### src/rtl/sd_sched_pkg.sv
// Shared types and helpers for the sigma-delta multi-channel result scheduler.
package sd_sched_pkg;

    // Output-side scheduler state: idle, or presenting a result to the consumer
    typedef enum logic {
        S_IDLE = 1'b0,
        S_SEND = 1'b1
    } state_e;

    // Width of a channel index / round-robin pointer for a given channel count
    function automatic int ptr_width(input int nch);
        return (nch < 2) ? 1 : $clog2(nch);
    endfunction

endpackage

### src/rtl/sd_rr_arb.sv
// Combinational round-robin arbiter: grants the first requester strictly after
// ptr, wrapping around, using a masked lower copy and an unmasked upper copy.
module sd_rr_arb #(
    parameter int NCH  = 4,
    parameter int PTRW = 2
) (
    input  logic [NCH-1:0]  req_i,
    input  logic [PTRW-1:0] ptr_i,
    output logic [PTRW-1:0] gnt_idx_o,
    output logic            any_o
);

    logic [NCH-1:0]   mask;
    logic [2*NCH-1:0] dbl;
    logic             found;

    // Lowest set bit of {req, req & above-ptr mask} is the next channel in rotation
    always_comb begin
        mask      = '0;
        dbl       = '0;
        found     = 1'b0;
        gnt_idx_o = '0;
        any_o     = |req_i;
        for (int i = 0; i < NCH; i++) begin
            mask[i] = (PTRW'(i) > ptr_i);
        end
        dbl = {req_i, req_i & mask};
        for (int k = 0; k < 2 * NCH; k++) begin
            if (!found && dbl[k]) begin
                found     = 1'b1;
                gnt_idx_o = PTRW'(k % NCH);
            end
        end
    end

endmodule

### src/rtl/sd_ch_sched.sv
// Multi-channel result scheduler: latches per-channel filter results, flags
// overruns, and forwards pending results one at a time over a valid/ready port.
module sd_ch_sched
    import sd_sched_pkg::*;
#(
    parameter int NCH = 4,
    parameter int DW  = 32
) (
    input  logic                    SYSCLK,
    input  logic                    SYSRST,
    input  logic [NCH-1:0]          ch_en,
    input  logic [NCH-1:0]          ch_update,
    input  logic [NCH*DW-1:0]       ch_data,
    output logic                    out_valid,
    input  logic                    out_ready,
    output logic [DW-1:0]           out_data,
    output logic [$clog2(NCH)-1:0]  out_ch,
    output logic [NCH-1:0]          ovr_flag,
    input  logic [NCH-1:0]          ovr_clr
);

    localparam int PTRW = ptr_width(NCH);

    state_e          state_q, state_d;
    logic [NCH-1:0]  pend_q, pend_d;
    logic [NCH-1:0]  ovr_q, ovr_d;
    logic [DW-1:0]   hold_q [NCH];
    logic [DW-1:0]   hold_d [NCH];
    logic [PTRW-1:0] ptr_q, ptr_d;
    logic            out_valid_q, out_valid_d;
    logic [DW-1:0]   out_data_q, out_data_d;
    logic [PTRW-1:0] out_ch_q, out_ch_d;

    logic [PTRW-1:0] gnt_idx;
    logic            any_req;
    logic            grant;
    logic [NCH-1:0]  upd;
    logic [NCH-1:0]  taken;

    sd_rr_arb #(
        .NCH  (NCH),
        .PTRW (PTRW)
    ) u_arb (
        .req_i     (pend_q),
        .ptr_i     (ptr_q),
        .gnt_idx_o (gnt_idx),
        .any_o     (any_req)
    );

    // Output FSM: grant when the output register is free or being accepted this cycle
    always_comb begin
        state_d     = state_q;
        out_valid_d = out_valid_q;
        out_data_d  = out_data_q;
        out_ch_d    = out_ch_q;
        ptr_d       = ptr_q;
        grant       = 1'b0;
        case (state_q)
            S_IDLE: begin
                if (any_req) begin
                    grant = 1'b1;
                end
            end
            S_SEND: begin
                if (out_ready) begin
                    if (any_req) begin
                        grant = 1'b1;
                    end else begin
                        out_valid_d = 1'b0;
                        state_d     = S_IDLE;
                    end
                end
            end
            default: begin
                state_d = S_IDLE;
            end
        endcase
        if (grant) begin
            out_data_d  = hold_q[gnt_idx];
            out_ch_d    = gnt_idx;
            out_valid_d = 1'b1;
            ptr_d       = gnt_idx;
            state_d     = S_SEND;
        end
    end

    // Per-channel hold/pending/overrun next state; a new update beats a same-cycle grant
    always_comb begin
        upd    = '0;
        taken  = '0;
        pend_d = pend_q;
        ovr_d  = ovr_q;
        hold_d = hold_q;
        for (int i = 0; i < NCH; i++) begin
            upd[i]   = ch_update[i] && ch_en[i];
            taken[i] = grant && (gnt_idx == PTRW'(i));
            if (upd[i]) begin
                hold_d[i] = ch_data[i*DW +: DW];
            end
            if (!ch_en[i]) begin
                pend_d[i] = 1'b0;
            end else if (upd[i]) begin
                pend_d[i] = 1'b1;
            end else if (taken[i]) begin
                pend_d[i] = 1'b0;
            end
            ovr_d[i] = (upd[i] && pend_q[i] && !taken[i]) || (ovr_q[i] && !ovr_clr[i]);
        end
    end

    // State registers with synchronous reset; ptr starts at the last channel so channel 0 wins first
    always_ff @(posedge SYSCLK) begin
        if (SYSRST) begin
            state_q     <= S_IDLE;
            pend_q      <= '0;
            ovr_q       <= '0;
            ptr_q       <= PTRW'(NCH - 1);
            out_valid_q <= 1'b0;
            out_data_q  <= '0;
            out_ch_q    <= '0;
            for (int i = 0; i < NCH; i++) begin
                hold_q[i] <= '0;
            end
        end else begin
            state_q     <= state_d;
            pend_q      <= pend_d;
            ovr_q       <= ovr_d;
            ptr_q       <= ptr_d;
            out_valid_q <= out_valid_d;
            out_data_q  <= out_data_d;
            out_ch_q    <= out_ch_d;
            for (int i = 0; i < NCH; i++) begin
                hold_q[i] <= hold_d[i];
            end
        end
    end

    assign out_valid = out_valid_q;
    assign out_data  = out_data_q;
    assign out_ch    = out_ch_q;
    assign ovr_flag  = ovr_q;

endmodule

### config.mk
export PLATFORM = sky130hd
export DESIGN_NAME = sd_ch_sched
export DESIGN_NICKNAME = d
export VERILOG_FILES = /design/src/rtl/sd_sched_pkg.sv /design/src/rtl/sd_rr_arb.sv /design/src/rtl/sd_ch_sched.sv
export SDC_FILE = /design/constraint.sdc
export NUM_CORES = 1
export LEC_CHECK = 0
export BUFFER_PORTS_ARGS = -buffer_cell sky130_fd_sc_hd__buf_2
export CORE_MARGIN = 10
export CORE_UTILIZATION = 34
export CTS_BUF_LIST = sky130_fd_sc_hd__clkbuf_4 sky130_fd_sc_hd__clkbuf_8 sky130_fd_sc_hd__clkbuf_16
export CTS_CLUSTER_DIAMETER = 60
export CTS_CLUSTER_SIZE = 10
export DETAILED_ROUTE_END_ITERATION = 10
export GPL_ROUTABILITY_DRIVEN = 1
export SYNTH_ARGS = -nofsm -noshare
export SYNTH_HDL_FRONTEND = slang
export SYNTH_HIERARCHICAL = 1
export SYNTH_SLANG_ARGS = --single-unit
export TNS_END_PERCENT = 20
### constraint.sdc
create_clock -name SYSCLK -period 2.7 [get_ports SYSCLK]
set_input_delay 0.405 -clock SYSCLK [delete_from_list [all_inputs] [get_ports SYSCLK]]
set_output_delay 0.405 -clock SYSCLK [all_outputs]
set_load 0.02 [all_outputs]
# --- Word-level counts from Yosys, hierarchy flattened ---
# Cells that the tools add are included.
word_totals:
  register_bits: 174
  elab_cells: 124
classes:
  magnitude_cmp: 5
  n_eq_ne: 4
  n_mux: 35
  bitwise_logic: 7
  reduce_logical: 59
op_table:
  columns: ["cell", "n"]
  rows:
  - ["binary-select mux 32 bit (select 2 bit)", 1]
  - ["2-to-1 mux 32 bit", 2]
  - ["logical AND 1 bit", 27]
  - ["2-to-1 mux 1 bit", 25]
  - ["logical NOT 1 bit", 15]
  - ["2-to-1 mux 2 bit", 6]
  - ["nonzero test 2 bit", 6]
  - ["OR reduction 2 bit", 4]
  - ["NOT 1 bit", 5]
  - ["bitwise AND 4 bit", 1]
  - ["equality test 2 bit, second input constant", 2]
  - ["greater-than comparator 1 x 2 -> 1 bit, first input constant", 2]
  - ["greater-than comparator 2 bit, first input constant", 2]
  - ["logical OR 1 bit", 4]
  - ["OR reduction 4 bit", 1]
  - [">= comparator 3 bit, second input constant", 1]
  - ["NOT 2 -> 3 bit", 1]
  - ["AND reduction 3 bit", 1]
  - ["equality test 2 x 1 -> 1 bit, second input constant", 1]
  - ["logical NOT 2 bit", 1]
  - ["inequality test 2 x 1 -> 1 bit, second input constant", 1]
  - ["one-hot mux 1 bit (2 select lines)", 1]

# --- Logic depth before layout (Yosys ltp) ---
depth:
  ltp_word: 29
  mapped_depth: 8

# --- By module ---
# The synthesis kept the hierarchy.
modules_own_cells:
  columns: ["mod", "instances", "cells_per_inst", "area_per_inst_um2", "seq_area_each_um2"]
  rows:
  - ["sd_ch_sched", 1, 736, 6681.4, 3483.3]
  - ["sd_rr_arb", 1, 14, 86.3, 0.0]

# --- Worst setup path before layout ---
# OpenSTA, ideal clock, no wires.
synth_timing:
  path_kind: "reg-to-reg"
  start: "register pend_q[0]"
  end: "register out_data_q[10] (netlist: out_data[10])"
  setup_ps: 117
  t_arrival_ps: 1706
  required_ps: 2583
  slack_ps: 877
  stages_incl_launch_ff: 8
  path_buffers: 2
  period_less_slack_ps: 1823
  cell_sequence: "dfxtp_1 -> a21oi_1 -> a31oi_1 -> a21oi_1 -> buf_6 -> buf_12 -> mux4_2 -> a22o_1"
synth_via:
  elab_chain_len: 27
synth_rtl:
  columns: ["item", "line_no", "text"]
  rows:
  - ["start, declared", "sd_ch_sched.sv:25", "logic [NCH-1:0] pend_q, pend_d;"]
  - ["start signal, assigned", "sd_ch_sched.sv:126", "pend_q <= pend_d;"]
  - ["bitwise AND 4 bit", "sd_rr_arb.sv:27", "dbl = {req_i, req_i & mask};"]
  - ["2-to-1 mux 1 bit", "sd_rr_arb.sv:29", "if (!found && dbl[k]) begin"]
  - ["logical NOT 1 bit", "sd_rr_arb.sv:29", null]
  - ["logical AND 1 bit", "sd_rr_arb.sv:29", null]
  - ["2-to-1 mux 1 bit", "sd_rr_arb.sv:29", null]
  - ["logical NOT 1 bit", "sd_rr_arb.sv:29", null]
  - ["logical AND 1 bit", "sd_rr_arb.sv:29", null]
  - ["2-to-1 mux 1 bit", "sd_rr_arb.sv:29", null]
  - ["[... 11 more ...]", null, null]
  - ["2-to-1 mux 1 bit", "sd_rr_arb.sv:29", null]
  - ["logical NOT 1 bit", "sd_rr_arb.sv:29", null]
  - ["logical AND 1 bit", "sd_rr_arb.sv:29", null]
  - ["2-to-1 mux 2 bit (*)", "sd_rr_arb.sv:29", null]
  - ["via gnt_idx[1]", "sd_ch_sched.sv:34", "logic [PTRW-1:0] gnt_idx;"]
  - ["NOT 2 -> 3 bit (not written as such) (*)", "sd_ch_sched.sv:79", "out_data_d = hold_q[gnt_idx];"]
  - ["binary-select mux 32 bit (select 2 bit) (*)", "sd_ch_sched.sv:79", null]
  - ["2-to-1 mux 32 bit (not written as such) (*) (2 in a row)", "sd_ch_sched.sv:79", null]
  - ["end signal, assigned", "sd_ch_sched.sv:130", "out_data_q <= out_data_d;"]
  - ["end, declared", "sd_ch_sched.sv:31", "logic [DW-1:0] out_data_q, out_data_d;"]
# Mark *: on every way through the listed nets, which the timed path passes. The rest lies on a longest branch. The select of a mux whose other input is x is not followed.
# A chain may end at the register's enable or synchronous reset.

# --- Worst setup path after layout ---
layout_timing:
  start: "register ptr_q[1]"
  end: "register out_data_q[14] (netlist: out_data[14])"
layout_via:
  elab_chain_len: 28
layout_rtl:
  columns: ["item", "line_no", "text"]
  rows:
  - ["start, declared", "sd_ch_sched.sv:29", "logic [PTRW-1:0] ptr_q, ptr_d;"]
  - ["start signal, assigned", "sd_ch_sched.sv:117", "ptr_q <= PTRW'(NCH - 1);"]
  - ["start signal, assigned", "sd_ch_sched.sv:128", "ptr_q <= ptr_d;"]
  - ["greater-than comparator 1 x 2 -> 1 bit", "sd_rr_arb.sv:25", "mask[i] = (PTRW'(i) > ptr_i);"]
  - ["bitwise AND 4 bit (*)", "sd_rr_arb.sv:27", null]
  - ["2-to-1 mux 1 bit", "sd_rr_arb.sv:29", null]
  - ["logical NOT 1 bit", "sd_rr_arb.sv:29", null]
  - ["logical AND 1 bit", "sd_rr_arb.sv:29", null]
  - ["2-to-1 mux 1 bit", "sd_rr_arb.sv:29", null]
  - ["logical NOT 1 bit", "sd_rr_arb.sv:29", null]
  - ["logical AND 1 bit", "sd_rr_arb.sv:29", null]
  - ["[... 12 more ...]", null, null]
  - ["2-to-1 mux 1 bit", "sd_rr_arb.sv:29", null]
  - ["logical NOT 1 bit", "sd_rr_arb.sv:29", null]
  - ["logical AND 1 bit", "sd_rr_arb.sv:29", null]
  - ["2-to-1 mux 2 bit (*)", "sd_rr_arb.sv:29", null]
  - ["via gnt_idx[1]", "sd_ch_sched.sv:34", null]
  - ["NOT 2 -> 3 bit (not written as such) (*)", "sd_ch_sched.sv:79", null]
  - ["binary-select mux 32 bit (select 2 bit) (*)", "sd_ch_sched.sv:79", null]
  - ["2-to-1 mux 32 bit (not written as such) (*) (2 in a row)", "sd_ch_sched.sv:79", null]
# Marks and branches as above.

==> reports/qor.yml <==
syn-cell-area_um2: 6768
yosysSeqAreaShare_pct: 51.47
critical_path_class: "reg2reg"
p_total_mw: 5.944
dr.pass1.iters: 4
ctsResizeCount: 0
p_clk_share_pct: 42.0
rows: 51
initial_core_util_pct: 34.66
critPathBufInv: 1
hp-class: "in2reg"
drt_iter0_drc: 353
cp_slowest_stage_delay_ns: 0.56
synthArstFlopShare_pct: 0
fin_crit_sh_pct: 74.88
power_leakage_nw: 3.419
max_cap_violations: 0
hold_viol_final: 0
clk_pin_slew_ns: 0.07
slew_headroom_pct: 44.05
p_switching_mw: 1.484
yosysMostFrequentCell: "nand2_1"
synth-warning-count: 6
setup_viol: 0
synth_cells: 750
finalNetCount: 1046
ys_types: 28
cts_setup_buffers: 0
grt_pass1_vias: 6081
grt_pass1_wl_um: 33260
swShare_pct: 24.97
area_growth_syn_to_layout_pct: 25.38
io_pins: 182
vdd_drop_max_mv: 0.3851
synth_top_cell_by_area: "dfxtp_1"
die_w_um: 161.1
ant_nets: 0
power.density_nw_per_um2: 700.4
cp_max_fo: 20
rsz0062_at_grt: "no"
grtUsageMet1_pct: 19.75
num_vias: 5731
start_kind: "register"
cp_slowest_cell: "mux4_2"
core_um2: 19530
synth_top_area_share_pct: 51.47
p_int_mw: 4.460
cts.sinks: 174
synth_seq_cells: 174
skew_ns: 0.01536
crit_family: "multiplexers"
drive_above_1_share_pct: 29.26
utilization_pct: 43.46
cts_tree: "done"
met2_usage_pct: 26.47
grtUsageMet3_pct: 4.804
crit_path_end_kind: "register"
clock_latency_ns: 0.43
power_frac_seq_pct: 46.4
fin_crit_ns: 2.022
cts_buffers: 17
fin_hold_ws_ns: 0.1831
top_usage_layer: "met2"
antenna_found_initial: 0
wire_per_inst_um: 17.61
gp_congestion: 0.7851
h-tree-depth: 4
port_buffers: 181
synth_area_per_cell_um2: 9.024
p_comb_share_pct: 11.6
worstPathArrival_ns: 2.34
drv_slew: 0
tightest_slew_ns: 0.8363
reg2reg_slack_ns: 0.68
dp_hpwl_um: 14240
setup_tns_ns: 0
syn-num-nets: 893
routed_wirelength_um: 20790
yosys_most_used_dff: "dfxtp_1"
ys_top_cells_by_count: "nand2_1 (265), dfxtp_1 (174), a21oi_1 (140)"
worstPathRequired_ns: 3.02
synth_edf_count: 0
vias_per_cell: 4.853
drc: 0
grt_usage_pct: 15.93
die-area_um2: 25950
grt-ovfl-total: 0
path_cells: "a31oi_1, a21oi_4, buf_4, mux4_2, a22o_1"
num_antenna_cells: 0
status: "finished, final reports clean"
grt_max_degree: 147
die_h_um: 161.1
fmax_ghz: 0.4946
clockBufferDepth: 2
root_buffer: "clkbuf_16"
synth_area_leaders: "dfxtp_1 (51%), nand2_1 (15%), mux4_2 (11%)"
holdBufCountCts: 0
==> final timing paths <==
kind               startpoint      endpoint  cells after the start
setup / recovery     ptr_q[1]  out_data[14]                      5
hold / removal     ovr_clr[0]   ovr_flag[0]                      2
setup reg to reg     ptr_q[1]  out_data[14]                      5
hold reg to reg   ovr_flag[1]   ovr_flag[1]                      2
==> layout make-up <==
type / instances / area [µm²]
Clock inverter: 9 / 107.6
Tap cell: 265 / 331.6
Fill cell: 2031 / 11040
Timing Repair Buffer: 193 / 1011
Multi-Input combinational cell: 512 / 3038
Sequential cell: 174 / 3483
Clock buffer: 23 / 495.5
Inverter: 5 / 18.77
==> power groups by stage <==
stage	registers [mW]	logic (mW)	clock network [mW]
floorplan	2.82	0.414	0
global placement	2.81	0.686	0
detailed placement	2.82	0.696	0
CTS	2.76	0.698	2.54
global route	2.77	0.760	2.68
finish	2.76	0.687	2.50
==> cells by family (layout without fill, tap and decap cells) <==
family | Yosys count | count (layout) | synth area share, %
compound gates | 189 | 189 | 16.38
buf+inv | 64 | 230 | 4.382
flops | 174 | 174 | 51.47
mux | 33 | 33 | 10.80
simple gates | 290 | 290 | 16.97
==> metrics by stage <==
step                worst slack [ns]  area [µm²]  std cells
finish                        0.6782        8486       1181
global route                  0.5312        8486       1181
CTS                           0.6691        8486       1181
detailed placement            0.6886        7883       1149
global placement              0.7147        7883       1149
floorplan                     0.8772        6768        750
==> state kept, by name, indices dropped and copies added (netlist names) <==
register and flops:
out_valid 1, out_ch 2, ptr_q 2, ovr_flag 4, hold_q 128, state_q 1, pend_q 4, out_data 32
==> routing by layer <==
| metal | part of all wire [%] | wire length, µm |
|---|---|---|
| met1 | 45 | 9376 |
| met2 | 48 | 9950 |
| met3 | 6.3 | 1306 |
| met4 | 0.76 | 159 |
| met5 | 0 | 0 |
==> cell usage in the layout (no fill, tap or decap), types with 5 or more instances in the layout <==
cell type	instances
a21oi_1	138
a22o_1	32
buf_2	180
buf_4	12
clkbuf_16	17
dfxtp_1	174
mux4_2	32
nand2_1	263
nand2b_1	6
nand3b_1	5
o21ai_0	5
o31ai_1	5
(Power assumes the default switching activity.)
